$ cat config.mk
export PLATFORM = sky130hd
export DESIGN_NAME = axi_up_stream_ctrl
export DESIGN_NICKNAME = d
export VERILOG_FILES = /design/src/rtl/axi_up_pkg.sv /design/src/rtl/up_sync_fifo.sv /design/src/rtl/axi_up_stream_ctrl.sv
export SDC_FILE = /design/constraint.sdc
export NUM_CORES = 1
export LEC_CHECK = 0
export BUFFER_PORTS_ARGS = -buffer_cell sky130_fd_sc_hd__buf_2
export CAP_MARGIN = 10
export CORE_AREA = 3 3 178 180
export DETAILED_ROUTE_END_ITERATION = 12
export DIE_AREA = 0 0 181 183
export PLACE_DENSITY = 0.8
export SYNTH_ARGS = -nofsm -noshare
export SYNTH_HDL_FRONTEND = slang
export SYNTH_SLANG_ARGS = --single-unit
$ cat constraint.sdc
create_clock -name ACLK -period 4.3 [get_ports ACLK]
set_clock_uncertainty 0.15 [all_clocks]
set_input_delay 0.645 -clock ACLK [delete_from_list [all_inputs] [get_ports ACLK]]
set_output_delay 0.645 -clock ACLK [all_outputs]
set_load 0.03 [all_outputs]
$ cat src/rtl/axi_up_pkg.sv
// Shared types and the per-word transform for the stream copy engine.
// Holds the mode and state enums and transform_word().
package axi_up_pkg;

    // Widest data word the transform helper supports.
    localparam int UP_MAX_DW = 512;

    typedef enum logic [1:0] {
        MODE_COPY  = 2'd0,
        MODE_SHL1  = 2'd1,
        MODE_INV   = 2'd2,
        MODE_BSWAP = 2'd3
    } mode_e;

    typedef enum logic [1:0] {
        ST_IDLE  = 2'd0,
        ST_RUN   = 2'd1,
        ST_FLUSH = 2'd2,
        ST_DONE  = 2'd3
    } state_e;

    // The word is zero-extended to UP_MAX_DW; the caller truncates the result
    // back to its word width, which drops the bit shifted out by SHL1 and the
    // inverted padding of INV.
    function automatic logic [UP_MAX_DW-1:0] transform_word(
        input mode_e                  mode,
        input logic [UP_MAX_DW-1:0]   data,
        input int                     nbytes
    );
        logic [UP_MAX_DW-1:0] res;
        res = '0;
        unique case (mode)
            MODE_COPY:  res = data;
            MODE_SHL1:  res = data << 1;
            MODE_INV:   res = ~data;
            MODE_BSWAP: begin
                // Reversing the whole padded vector parks the word's bytes
                // at the top; shift them back down to bit 0.
                res = {<<8{data}};
                res = res >> (UP_MAX_DW - 8 * nbytes);
            end
        endcase
        return res;
    endfunction

endpackage

$ cat src/rtl/up_sync_fifo.sv
// Synchronous word FIFO with flush; head word is visible on o_data.
// Ports: i_clk, i_rst (sync, active-high), i_push/i_data, i_pop, i_flush, o_data, o_full, o_empty.
module up_sync_fifo #(
    parameter int WIDTH = 64,
    parameter int DEPTH = 4
) (
    input  logic             i_clk,
    input  logic             i_rst,
    input  logic             i_push,
    input  logic [WIDTH-1:0] i_data,
    input  logic             i_pop,
    input  logic             i_flush,
    output logic [WIDTH-1:0] o_data,
    output logic             o_full,
    output logic             o_empty
);
    localparam int AW = $clog2(DEPTH);

    logic [WIDTH-1:0] r_mem [DEPTH];
    logic [AW-1:0]    r_wptr;
    logic [AW-1:0]    r_rptr;
    logic [AW:0]      r_count;
    logic             w_push;
    logic             w_pop;

    assign o_full  = (r_count == (AW+1)'(DEPTH));
    assign o_empty = (r_count == '0);
    assign o_data  = r_mem[r_rptr];
    assign w_push  = i_push & ~o_full;
    assign w_pop   = i_pop & ~o_empty;

    always_ff @(posedge i_clk) begin
        if (w_push) begin
            r_mem[r_wptr] <= i_data;
        end
    end

    always_ff @(posedge i_clk) begin
        if (i_rst || i_flush) begin
            r_wptr  <= '0;
            r_rptr  <= '0;
            r_count <= '0;
        end else begin
            if (w_push) begin
                r_wptr <= r_wptr + AW'(1);
            end
            if (w_pop) begin
                r_rptr <= r_rptr + AW'(1);
            end
            unique case ({w_push, w_pop})
                2'b10:   r_count <= r_count + (AW+1)'(1);
                2'b01:   r_count <= r_count - (AW+1)'(1);
                default: r_count <= r_count;
            endcase
        end
    end

endmodule

$ cat src/rtl/axi_up_stream_ctrl.sv
// Word copy engine: reads size_i bytes from src, transforms each word, writes to dst.
// Ports: ACLK/ARESET, APB-side config and cmd pulses, rd/wt req-gnt engines, status and int_o.
module axi_up_stream_ctrl
    import axi_up_pkg::*;
#(
    parameter int  REG_SIZE_WIDTH = 16,
    parameter int  AXI_ADDR_WIDTH = 32,
    parameter int  AXI_DATA_WIDTH = 64,
    parameter int  FIFO_DEPTH     = 4,
    localparam int ADDR_LSB       = $clog2(AXI_DATA_WIDTH / 8)
) (
    input  logic                               ACLK,
    input  logic                               ARESET,
    input  logic [AXI_ADDR_WIDTH-1:0]          src_addr_i,
    input  logic [AXI_ADDR_WIDTH-1:0]          dst_addr_i,
    input  logic [REG_SIZE_WIDTH-1:0]          size_i,
    input  logic [1:0]                         mode_i,
    input  logic                               ctrl_int_en_i,
    input  logic                               cmd_trigger_pulse_i,
    input  logic                               cmd_abort_pulse_i,
    input  logic                               cmd_clr_int_pulse_i,
    output logic                               rd_req_o,
    output logic [AXI_ADDR_WIDTH-ADDR_LSB-1:0] rd_word_addr_o,
    input  logic [AXI_DATA_WIDTH-1:0]          rd_data_i,
    input  logic                               rd_gnt_i,
    output logic                               wt_req_o,
    output logic [AXI_ADDR_WIDTH-ADDR_LSB-1:0] wt_word_addr_o,
    output logic [AXI_DATA_WIDTH-1:0]          wt_data_o,
    input  logic                               wt_gnt_i,
    output logic                               status_busy_o,
    output logic                               status_int_pending_o,
    output logic                               status_aborted_o,
    output logic [REG_SIZE_WIDTH-ADDR_LSB-1:0] status_words_done_o,
    output logic                               int_o
);
    localparam int WORD_BYTES = AXI_DATA_WIDTH / 8;
    localparam int WAW        = AXI_ADDR_WIDTH - ADDR_LSB;
    localparam int CW         = REG_SIZE_WIDTH - ADDR_LSB;

    state_e                    r_state;
    mode_e                     r_mode;
    logic [WAW-1:0]            r_rd_addr;
    logic [WAW-1:0]            r_wt_addr;
    logic [CW-1:0]             r_rd_rem;
    logic [CW-1:0]             r_words_done;
    logic                      r_aborted;
    logic                      r_int_pending;
    logic                      r_rd_hold;
    logic                      r_wt_hold;

    logic                      w_rd_req;
    logic                      w_wt_req;
    logic                      w_rd_fire;
    logic                      w_wt_fire;
    logic                      w_push;
    logic                      w_flush;
    logic                      w_full;
    logic                      w_empty;
    logic [AXI_DATA_WIDTH-1:0] w_head;
    logic [AXI_DATA_WIDTH-1:0] w_push_data;
    logic                      w_unused;

    // Sub-word address and size bits carry no information.
    assign w_unused = ^{src_addr_i[ADDR_LSB-1:0],
                        dst_addr_i[ADDR_LSB-1:0],
                        size_i[ADDR_LSB-1:0]};

    // In RUN neither request can drop before its grant: rd_rem and FIFO
    // fullness only move on a read grant. FLUSH only carries over the
    // requests that were pending when the abort was taken.
    always_comb begin
        w_rd_req = 1'b0;
        w_wt_req = 1'b0;
        unique case (r_state)
            ST_RUN: begin
                w_rd_req = (r_rd_rem != '0) & ~w_full;
                w_wt_req = ~w_empty;
            end
            ST_FLUSH: begin
                w_rd_req = r_rd_hold;
                w_wt_req = r_wt_hold;
            end
            default: ;
        endcase
    end

    assign w_rd_fire   = w_rd_req & rd_gnt_i;
    assign w_wt_fire   = w_wt_req & wt_gnt_i;
    assign w_push      = w_rd_fire & (r_state == ST_RUN);
    assign w_flush     = (r_state == ST_FLUSH)
                       & ~(r_rd_hold & ~rd_gnt_i)
                       & ~(r_wt_hold & ~wt_gnt_i);
    assign w_push_data = AXI_DATA_WIDTH'(transform_word(
                             r_mode, UP_MAX_DW'(rd_data_i), WORD_BYTES));

    up_sync_fifo #(
        .WIDTH (AXI_DATA_WIDTH),
        .DEPTH (FIFO_DEPTH)
    ) u_fifo (
        .i_clk   (ACLK),
        .i_rst   (ARESET),
        .i_push  (w_push),
        .i_data  (w_push_data),
        .i_pop   (w_wt_fire),
        .i_flush (w_flush),
        .o_data  (w_head),
        .o_full  (w_full),
        .o_empty (w_empty)
    );

    always_ff @(posedge ACLK) begin
        if (ARESET) begin
            r_state       <= ST_IDLE;
            r_mode        <= MODE_COPY;
            r_rd_addr     <= '0;
            r_wt_addr     <= '0;
            r_rd_rem      <= '0;
            r_words_done  <= '0;
            r_aborted     <= 1'b0;
            r_int_pending <= 1'b0;
            r_rd_hold     <= 1'b0;
            r_wt_hold     <= 1'b0;
        end else begin
            if (w_push) begin
                r_rd_addr <= r_rd_addr + WAW'(1);
                r_rd_rem  <= r_rd_rem - CW'(1);
            end
            if (w_wt_fire) begin
                r_wt_addr    <= r_wt_addr + WAW'(1);
                r_words_done <= r_words_done + CW'(1);
            end
            if (r_state == ST_DONE) begin
                r_int_pending <= 1'b1;
            end else if (cmd_clr_int_pulse_i) begin
                r_int_pending <= 1'b0;
            end
            unique case (r_state)
                ST_IDLE: begin
                    if (cmd_trigger_pulse_i) begin
                        r_rd_addr    <= src_addr_i[AXI_ADDR_WIDTH-1:ADDR_LSB];
                        r_wt_addr    <= dst_addr_i[AXI_ADDR_WIDTH-1:ADDR_LSB];
                        r_rd_rem     <= size_i[REG_SIZE_WIDTH-1:ADDR_LSB];
                        r_mode       <= mode_e'(mode_i);
                        r_words_done <= '0;
                        r_aborted    <= 1'b0;
                        r_state      <= ST_RUN;
                    end
                end
                ST_RUN: begin
                    if (cmd_abort_pulse_i) begin
                        r_rd_hold <= w_rd_req & ~rd_gnt_i;
                        r_wt_hold <= w_wt_req & ~wt_gnt_i;
                        r_state   <= ST_FLUSH;
                    end else if ((r_rd_rem == '0) && w_empty) begin
                        r_state <= ST_DONE;
                    end
                end
                ST_FLUSH: begin
                    r_rd_hold <= r_rd_hold & ~rd_gnt_i;
                    r_wt_hold <= r_wt_hold & ~wt_gnt_i;
                    if (w_flush) begin
                        r_aborted <= 1'b1;
                        r_state   <= ST_DONE;
                    end
                end
                ST_DONE: begin
                    r_state <= ST_IDLE;
                end
            endcase
        end
    end

    assign rd_req_o             = w_rd_req;
    assign rd_word_addr_o       = r_rd_addr;
    assign wt_req_o             = w_wt_req;
    assign wt_word_addr_o       = r_wt_addr;
    // FIFO storage is not reset; keep the bus quiet when nothing is offered.
    assign wt_data_o            = w_wt_req ? w_head : '0;
    assign status_busy_o        = (r_state != ST_IDLE);
    assign status_int_pending_o = r_int_pending;
    assign status_aborted_o     = r_aborted;
    assign status_words_done_o  = r_words_done;
    assign int_o                = ctrl_int_en_i & r_int_pending;

endmodule

==> metrics.md, run 1 <==
| Metric | Value |
|---|---|
| CP max stage cell | nand4_1 |
| Post-Route WL | 41300 µm |
| Final ANT Viol Nets | 0 |
| Largest net degree at the start of global routing | 95 |
| All-Layer GR Usage | 24.4% |
| Max-slew headroom | 21.5% |
| Post-Synthesis Cell Area | 17100 µm² |
| Initial DRC count | 1020 |
| Max-Cap Viols | 0 |
| H-tree Lvls | 2 |
| Fmax | 273 MHz |
| Post-CTS Setup Inserts | 0 |
| Critical path class | reg2out |
| WL/cell | 20.3 µm |
| Fin. max-slew vios | 0 |
| GP Congestion | 0.846 |
| Vias in the first global route | 12001 |
| Critical path cell sequence | inv_1 -> ha_1 -> a211oi_2 -> nand4_1 -> and3_1 -> buf_2 |
| Die width | 181 µm |
| # DRC | 0 |
| Startpoint Class | flop |
| Synth cell types | 60 |
| YS warnings | 0 |
| Share of the synthesized area in the top cell type | 45.0% |
| Gr ovfl total | 0 |
| Clock-pin slew on the worst setup and hold paths | 0.06 ns |
| Avg Cell Area, Syn | 12.6 µm² |
| Overall power | 10.0 mW |
| Worst-margin pin slew | 1.18 ns |
| Hold buffers post-CTS | 0 |
| Core area | 30300 µm² |
| Final nets | 1784 |
| Die height | 183 µm |
| Post-synth top flop | edfxtp_1 |
| Clock tree sinks | 357 |
| Cts bufs inserted | 37 |
| Async set-reset flop share out of synthesis | 0% |
| Row cnt | 64 |
| Synth area leaders | edfxtp_1 45%, dfxtp_1 12%, mux4_2 8.4% |
| Final min period | 3.66 ns |
| Ports | 295 |
| Sequential fraction of the synthesis area | 56.9% |
| Final hold violations | 0 |
| Die area | 33100 µm² |
| Synth Instances | 1357 |
| Total leakage power | 7.31 nW |
| TritonCTS clock tree | done |
| Area grow syn2layout | 17.5% |
| Cell taking the most area after synthesis | edfxtp_1 |
| Post-CTS sizing | 0 |
| Synth cell count leaders | 256 x edfxtp_1, 175 x nor2_1, 101 x dfxtp_1 |
| Port Buffers | 285 |
| EDFF count, synth | 256 |
| RSZ-0062 raised after global routing | no |
| Peak fanout along the critical path | 12 |
| Post-layout util | 66.1% |
| Outcome | finished clean |
| Global-route wire length before repair | 65100 µm |
| Initial core utilization | 56.2% |
| Post-Syn Nets | 1526 |
| DP Wirelength | 27600 µm |
| Peak VDD IR | 0.328 mV |
| Cell with the most instances after synthesis | edfxtp_1 |
| PwrDens | 501 nW/µm² |
| Clk root buf | clkbuf_16 |
| Setup Viol. Count Final | 0 |
| Antenna violations before repair | 4 |
| Layout cells sized above 1 | 27.4% |
| Final period util | 85.1% |
| Worst Path Required | 3.50 ns |
| Clock Tree Buf Depth | 3 |
| Crit path largest cell delay | 0.55 ns |
| Endpoint class of the critical path | primary output |
| Via count | 12041 |
| Setup TNS | 0 ns |
| Synth Register Bits | 357 |
| Clk Latency, worst-skew pair | 0.52 ns |
| CP Data Arrival Time | 2.87 ns |
| Via density | 5.91 |
| Min-delay worst type | in2reg |
| First-pass DRT Iterations | 5 |
## where the power goes
part | leakage [nW] | total [mW] | switching [mW] | internal [mW]
registers | 3.13 | 4.58 | 0.367 | 4.22
logic | 3.62 | 2.44 | 1.61 | 0.823
clock network | 0.559 | 3.02 | 1.28 | 1.75
## sequential cells by signal, summed over array words and instances, names as in the netlist, 2 cells and up, named ones only
| name | count |
|---|---|
| u_fifo.r_mem | 256 |
| rd_word_addr_o | 29 |
| wt_word_addr_o | 29 |
| r_rd_rem | 13 |
| status_words_done_o | 13 |
| u_fifo.r_count | 3 |
| r_mode | 2 |
| r_state | 2 |
| u_fifo.r_rptr | 2 |
| u_fifo.r_wptr | 2 |
## through the flow
stage | instance area [µm²] | hold WS, ns | cells | worst slack (ns)
6_report | 20100 | 0.216 | 2037 | 0.639
5_1_grt | 20100 | 0.200 | 2037 | 0.496
4_1_cts | 20100 | 0.187 | 2036 | 0.685
3_5_place_dp | 18900 | 0.332 | 1972 | 0.912
3_3_place_gp | 18900 | 0.319 | 1972 | 0.960
2_1_floorplan | 17100 | 0.308 | 1357 | 0.601
## worst paths after layout
path,startpoint,slack (ns),cells after the start,end
setup / recovery,r_state[0],0.64,6,rd_req_o
hold reg to reg,status_words_done_o[1],0.34,2,status_words_done_o[1]
setup reg to reg,r_state[0],0.88,7,u_fifo.r_mem[2][37]
hold / removal,mode_i[0],0.22,3,r_mode[0]
## worst max-delay path, delay by kind of cell, from the launching register on
| kind | cells | cell delay (ns) |
|---|---|---|
| simple gates | 2 | 0.94 |
| compound gates | 1 | 0.41 |
| flops | 1 | 0.38 |
| buf+inv | 2 | 0.30 |
| fa+ha+maj | 1 | 0.31 |
## logic make-up (layout without fill, tap and decap cells)
family	count (synthesis)	count (layout)	synth area share, %
and+or+nand+nor	427	427	13.1
buffers and inverters	111	394	2.56
other	0	1	0
adders and majority gates	15	15	1.14
muxes	129	129	12.3
AOI/OAI and AO/OA	189	189	7.42
xor gates and xnor gates	129	129	6.62
DFF	357	357	56.9
## routing by layer
metal  wire, µm  global-route usage, %  up-vias
met5         38                      0        -
li1           -                      -     5587
met1      16700                   32.5     5874
met4        948                   7.10        6
met2      19900                   40.6      507
met3       3680                   5.89       67
## final cells by class
type                    instances  area, µm²
diodes                          1       2.50
clock buffers                  48        987
fillers                      2223      10300
well taps                     396        495
repair buffers                303       1660
multi-input cells             889       6940
inverters                      27        101
clock inverters                16        146
flip-flops and latches        357       9720
## placed cells by master (no fill, tap or decap), drive strengths merged, types with 2 or more instances in the layout
| cell | instances |
|---|---|
| or4 | 15 |
| o31ai | 15 |
| a21oi | 77 |
| a211oi | 50 |
| nor2 | 176 |
| o2111ai | 2 |
| xnor2 | 31 |
| a21o | 2 |
| nand2 | 36 |
| mux4 | 64 |
| and3 | 9 |
| mux2i | 65 |
| nor2b | 65 |
| and4 | 9 |
| a311oi | 20 |
| xor2 | 98 |
| nand3b | 2 |
| nand4b | 3 |
| ha | 14 |
| bufinv | 2 |
| edfxtp | 256 |
| nand3 | 35 |
| nand4 | 22 |
| nand2b | 5 |
| or3 | 6 |
| o21ai | 13 |
| dfxtp | 101 |
| clkbuf | 48 |
| nor3 | 15 |
| and2 | 13 |
| a31oi | 2 |
| clkinv | 11 |
| inv | 30 |
| buf | 303 |
| nor4 | 13 |
(Power assumes the default switching activity.)
==> run 2, diff against run 1 <==
Settings changed: CORE_AREA 3 3 178 180 to 3 3 187 189, CTS_CLUSTER_DIAMETER set to 30, DIE_AREA 0 0 181 183 to 0 0 190 192, PLACE_DENSITY 0.8 to 0.76.
Clock period 4.3 ns to 3.3 ns, I/O delays scaled along.
==> run 2 against run 1 <==
  * Design area increased by 8.9%
  * Die area increased by 10%
  * Critical path type unchanged
  * Sequential power increased by 30%
  * Critical path depth increased by 2
  * Global-route usage decreased by 1.2 points
  * Non-clock buffer count increased by 16
  * Utilization decreased by 0.78 points
==> metrics.md, run 2 (same netlist as run 1, synthesis figures left out) <==
| Metric | Value |
|---|---|
| Outcome | finished clean |
| FF-to-FF setup slack | 0.43 ns |
| Peak fanout along the critical path | 65 |
| Worst Path Required | 2.65 ns |
| All-Layer GR Usage | 23.2% |
| CP Data Arrival Time | 2.52 ns |
| Storage cell area | 9720 µm² |
| Antenna violations before repair | 5 |
| Min-Delay Path Depth | 3 |
| Reg with most FFs | u_fifo.r_mem |
| Startpoint Class | flop |
| Final min period | 3.17 ns |
| # DRC | 0 |
| Crit path largest cell delay | 0.40 ns |
| Via density | 5.64 |
| Clock Tree Buf Depth | 3 |
| Setup Viol. Count Final | 0 |
| Max FFs per register | 256 |
| Max-Cap Viols | 0 |
| GP Congestion | 0.863 |
| Max-slew headroom | 53.2% |
| RR Endpoint | u_fifo.r_count[2] |
| Gr ovfl total | 0 |
| Cell depth of the worst flop-to-flop path | 13 |
| Setup TNS | 0 ns |
| Area of the multi-input gates | 6960 µm² |
| Final ANT Viol Nets | 0 |
| PwrDens | 776 nW/µm² |
| Commonest non-fill, non-tap cell in the layout | buf_2 |
| Core area | 33400 µm² |
| Worst-margin pin slew | 0.701 ns |
| Port Buffers | 285 |
| Hold path start | size_i[4] |
| Layout cells sized above 1 | 32.2% |
| H-tree Lvls | 3 |
| Via count | 12345 |
| Clock-pin slew on the worst setup and hold paths | 0.05 ns |
| Min-delay worst type | in2reg |
| Cts bufs inserted | 76 |
| TritonCTS clock tree | done |
| RSZ-0062 raised after global routing | yes |
| DP Wirelength | 27800 µm |
| Clock tree sinks | 357 |
| Final hold violations | 0 |
| Post-CTS Setup Inserts | 0 |
| Post-Route WL | 43100 µm |
| Ports | 295 |
| Fillers | 2395 |
| First-pass DRT Iterations | 5 |
| Peak VDD IR | 0.576 mV |
| Initial core utilization | 51.0% |
| Initial DRC count | 703 |
| Final period util | 96.0% |
| CP max stage cell | dfxtp_1 |
| Hold endpoint | r_rd_rem[1] |
| Die width | 190 µm |
| Clk root buf | clkbuf_16 |
| Critical path cell sequence | inv_1 -> ha_1 -> o311a_1 -> buf_4 -> nor2_4 -> buf_12 -> nor2b_2 -> clkbuf_4 |
| Endpoint class of the critical path | primary output |
| Fin. max-slew vios | 0 |
| Total leakage power | 8.11 nW |
| Final nets | 1839 |
| Die height | 192 µm |
| Critical path class | reg2out |
| WL/cell | 19.7 µm |
| R2r startpoint | r_state[0] |
| Vias in the first global route | 12552 |
| Area grow syn2layout | 28.0% |
| Fmax | 316 MHz |
| Global-route wire length before repair | 66900 µm |
| Most frequent cells in the layout | 284 x buf_2, 256 x edfxtp_1, 174 x nor2_1, 98 x xor2_1, 97 x dfxtp_1 |
| PnR worst setup slack | 0.132 ns |
| Row cnt | 67 |
| Largest net degree at the start of global routing | 81 |
| Die area | 36500 µm² |
| DP Worst Slack | 0.420 ns |
| Clk Latency, worst-skew pair | 0.56 ns |
run 2: cell count changes in the layout (fill, tap and decap cells not counted), moves of 6 or more:
| cell | before | now |
|---|---|---|
| clkbuf_16 | 37 | 80 |
| clkinvlp_4 | 0 | 16 |
| buf_4 | 10 | 22 |
| bufinv_16 | 2 | 8 |
| diode_2 | 1 | 7 |
| nor2b_1 | 65 | 59 |
| nor2b_2 | 0 | 6 |
run 2: layer usage:
layer	global-route usage [%]	wire, µm	share of wire (%)	vias up
met2	38.2	20700	48	523
met1	28.7	17300	40	5980
met4	9.67	1130	2.6	2
met5	0	7	0.016	-
li1	-	-	-	5750
met3	7.01	3980	9.2	90
run 2: area by class of cell:
cell class | count | share of cell area [%]
Tap cell | 448 | 2.57
Antenna cell | 7 | 0.0802
Clock buffer | 89 | 9.50
Multi-Input combinational cell | 889 | 31.8
Clock inverter | 52 | 2.69
Sequential cell | 357 | 44.5
Inverter | 27 | 0.464
Timing Repair Buffer | 319 | 8.35
run 2: how the worst max path moves through the flow:
stage | start | endpoint | slack (ns)
after global routing | r_state[1] | wt_data_o[13] | -0.01
after global placement | r_state[1] | u_fifo.r_count[2] | 0.46
final | r_state[1] | wt_data_o[60] | 0.13
after floorplan | r_state[0] | u_fifo.r_mem[0][0] | 0.28
after CTS | r_state[0] | wt_data_o[43] | 0.09
after detailed placement | r_state[1] | u_fifo.r_count[2] | 0.42
run 2: where the power goes:
group	internal (mW)	switching (mW)	total [mW]
Sequential	5.51	0.448	5.95
Clock	5.18	2.53	7.71
Combinational	1.13	2.16	3.30
run 2: worst max-delay path: cells and delay by family (launching register included):
kind	cells	cell delay [ns]
buffers and inverters	4	0.64
AOI/OAI and AO/OA	1	0.20
adders and majority gates	1	0.34
and+or+nand+nor	2	0.27
DFF	1	0.40
run 2: repair_timing:
action                                  4_1_cts  5_1_grt
endpoints found under the setup margin        0        9
hold buffers                                  1        0
resized for setup                             0        8
hold endpoints to repair                      1        0
run 2: per-stage QoR:
step | utilization [%] | std cells | hold slack, ns | instance area [µm²] | total power, mW
global placement | 57.2 | 2039 | 0.320 | 19100 | 9.16
finish | 65.3 | 2188 | 0.0259 | 21800 | 17.0
CTS | 65.2 | 2181 | 0.00196 | 21800 | 17.1
global route | 65.3 | 2185 | 0.0182 | 21800 | 17.7
floorplan | - | 1357 | 0.308 | 17100 | 8.21
detailed placement | 57.2 | 2039 | 0.340 | 19100 | 9.27
==> run 3, diff against run 2 <==
Settings changed: CELL_PAD_IN_SITES_DETAIL_PLACEMENT set to 1, CELL_PAD_IN_SITES_GLOBAL_PLACEMENT set to 1, CORE_AREA 3 3 187 189 to 3 3 209 211, DIE_AREA 0 0 190 192 to 0 0 212 214, PLACE_DENSITY 0.76 to 0.75, RECOVER_POWER set to 100.
==> run 3 against run 2 <==
  * The run now ends with capacitance limit, slew limit left
  * Setup slack got worse by 0.060 ns
  * Register-to-register slack got worse by 0.19 ns
  * Combinational power is 2% higher
  * Power up 2.2%
  * Die area rose by 24%
  * Global-route usage fell by 1.3 points
  * Critical endpoint is now rd_req_o
  * Via count is 2.4% higher
  * Sequential power hardly changed
  * Critical path type unchanged
  * Flip-flop and latch count did not move
  * Hold slack gained 0.0071 ns
  * Routed wire length up 16%
==> metrics.md, run 3 (same netlist as run 1, synthesis figures left out) <==
| Metric | Value |
|---|---|
| Final hold violations | 0 |
| Failing checks | capacitance limit, slew limit |
| Setup Viol. Count Final | 0 |
| Core area | 41900 µm² |
| H-tree Lvls | 3 |
| Crit path largest cell delay | 0.42 ns |
| First-pass DRT Iterations | 5 |
| Min-delay worst type | in2reg |
| Post-CTS Setup Inserts | 0 |
| Max FFs per register | 256 |
| Final ANT Viol Nets | 0 |
| Ports | 295 |
| CP Data Arrival Time | 2.58 ns |
| Clk Latency, worst-skew pair | 0.60 ns |
| DP Cell Count | 2131 |
| # DRC | 0 |
| TritonCTS clock tree | done |
| Row cnt | 75 |
| Fin. max-slew vios | 83 |
| Crit-path leading delay family | buffers and inverters |
| Fin cells | 2294 |
| Fmax | 310 MHz |
| Fillers | 4377 |
| Worst-margin pin slew | 1.64 ns |
| Commonest non-fill, non-tap cell in the layout | edfxtp_1 |
| CP max stage cell | a211oi_2 |
| Via count | 12638 |
| Crit path launch | r_state[0] |
| Initial core utilization | 40.7% |
| Via density | 5.51 |
| Clock tree sinks | 357 |
| R2r startpoint | r_state[0] |
| Initial DRC count | 804 |
| RSZ-0062 raised after global routing | yes |
| Endpoint class of the critical path | primary output |
| Worst Path Required | 2.65 ns |
| GP Congestion | 0.802 |
| PwrDens | 791 nW/µm² |
| Global-route wire length before repair | 77800 µm |
| Clk root buf | clkbuf_16 |
| FF-to-FF setup slack | 0.24 ns |
| Vias in the first global route | 13635 |
| WP buf/inv | 3 |
| Gr ovfl total | 0 |
| Clock-pin slew on the worst setup and hold paths | 0.05 ns |
| Largest net degree at the start of global routing | 83 |
| Final nets | 1852 |
| All-Layer GR Usage | 22.0% |
| Post-layout util | 52.2% |
| Hold path start | dst_addr_i[7] |
| Max-Cap Viols | 1 |
| Total leakage power | 7.84 nW |
| Area grow syn2layout | 28.3% |
| Die height | 214 µm |
| Antenna violations before repair | 11 |
| Die width | 212 µm |
| Most frequent cells in the layout | 256 x edfxtp_1, 202 x buf_2, 175 x nor2_1, 98 x xor2_1, 97 x dfxtp_1 |
| Cts bufs inserted | 84 |
| Outcome | finished, violations left |
| Critical path class | reg2out |
| Final period util | 97.8% |
| WL/cell | 21.9 µm |
| Peak VDD IR | 0.475 mV |
| Final min period | 3.23 ns |
| Layout cells sized above 1 | 26.8% |
| Die area | 45400 µm² |
| Reg with most FFs | u_fifo.r_mem |
| DP Wirelength | 32200 µm |
| Post-Route WL | 50200 µm |
| Port Buffers | 285 |
| Clock Tree Buf Depth | 3 |
| Startpoint Class | flop |
| Max-slew headroom | -9.36% |
| Critical path cell sequence | inv_1 -> ha_1 -> a211oi_2 -> nand4_1 -> buf_4 -> and3_1 -> buf_2 |
| Peak fanout along the critical path | 12 |
==> run 3: cell types whose count changed in the layout (fill, tap and decap cells not counted), moves of 5 or more <==
cell	before	now
clkbuf_16	80	85
clkbuf_1	5	95
buf_12	11	2
clkinvlp_4	16	8
buf_6	0	6
clkbuf_2	0	7
buf_2	284	202
==> run 3: area by class of cell <==
type,count,area [µm²],share of cell area (%)
flip-flops and latches,357,9720,44.4
multi-input cells,889,6930,31.7
clock buffers,101,2200,10.0
repair buffers,324,1680,7.66
well taps,539,674,3.08
clock inverters,51,577,2.64
inverters,27,101,0.463
diodes,6,15.0,0.0686
==> run 3: report_power, final <==
part / total (mW) / switching (mW) / internal, mW
registers: 5.97 / 0.460 / 5.51
clock network: 8.00 / 2.77 / 5.23
logic: 3.36 / 2.29 / 1.07
total: 17.3 / 5.52 / 11.8
==> run 3: tightest hold or removal path, stage by stage <==
cell and delay, ns:
buf_2 0.10, nor2_1 0.09, a211oi_1 0.05
==> run 3: repair_timing <==
item | in CTS | in global routing
endpoints found under the setup margin | 65 | 10
gates resized for setup | 6 | 6
hold buffers | 5 | 0
hold endpoints to repair | 5 | 0
==> run 3: per-layer routing <==
| layer | global-route usage (%) | wire length [µm] | vias up | share of wire (%) |
|---|---|---|---|---|
| met1 | 27.8 | 20500 | 6301 | 41 |
| met2 | 35.8 | 24400 | 453 | 49 |
| li1 | - | - | 5772 | - |
| met5 | 0 | 42 | - | 0.084 |
| met4 | 8.60 | 1410 | 8 | 2.8 |
| met3 | 6.17 | 3750 | 104 | 7.5 |
==> run 3: worst paths after layout <==
path                                            end  cells after the start
worst min register to register            r_wt_hold                      2
worst min-delay path              wt_word_addr_o[4]                      3
worst max register to register  u_fifo.r_mem[1][52]                      8
worst max-delay path                       rd_req_o                      7
==> run 3: through the flow <==
| stage | area (µm²) | total power, mW | setup slack (ns) | TNS [ns] | hold slack (ns) |
|---|---|---|---|---|---|
| after floorplan | 17100 | 8.21 | 0.279 | 0 | 0.308 |
| after detailed placement | 19200 | 9.41 | 0.306 | 0 | 0.348 |
| final | 21900 | 17.3 | 0.0718 | 0 | 0.0330 |
| after global routing | 21900 | 18.1 | -0.0409 | -0.216 | 0.0277 |
| after global placement | 19200 | 9.24 | 0.390 | 0 | 0.328 |
| after CTS | 22100 | 17.6 | 0.0214 | 0 | 0.00852 |
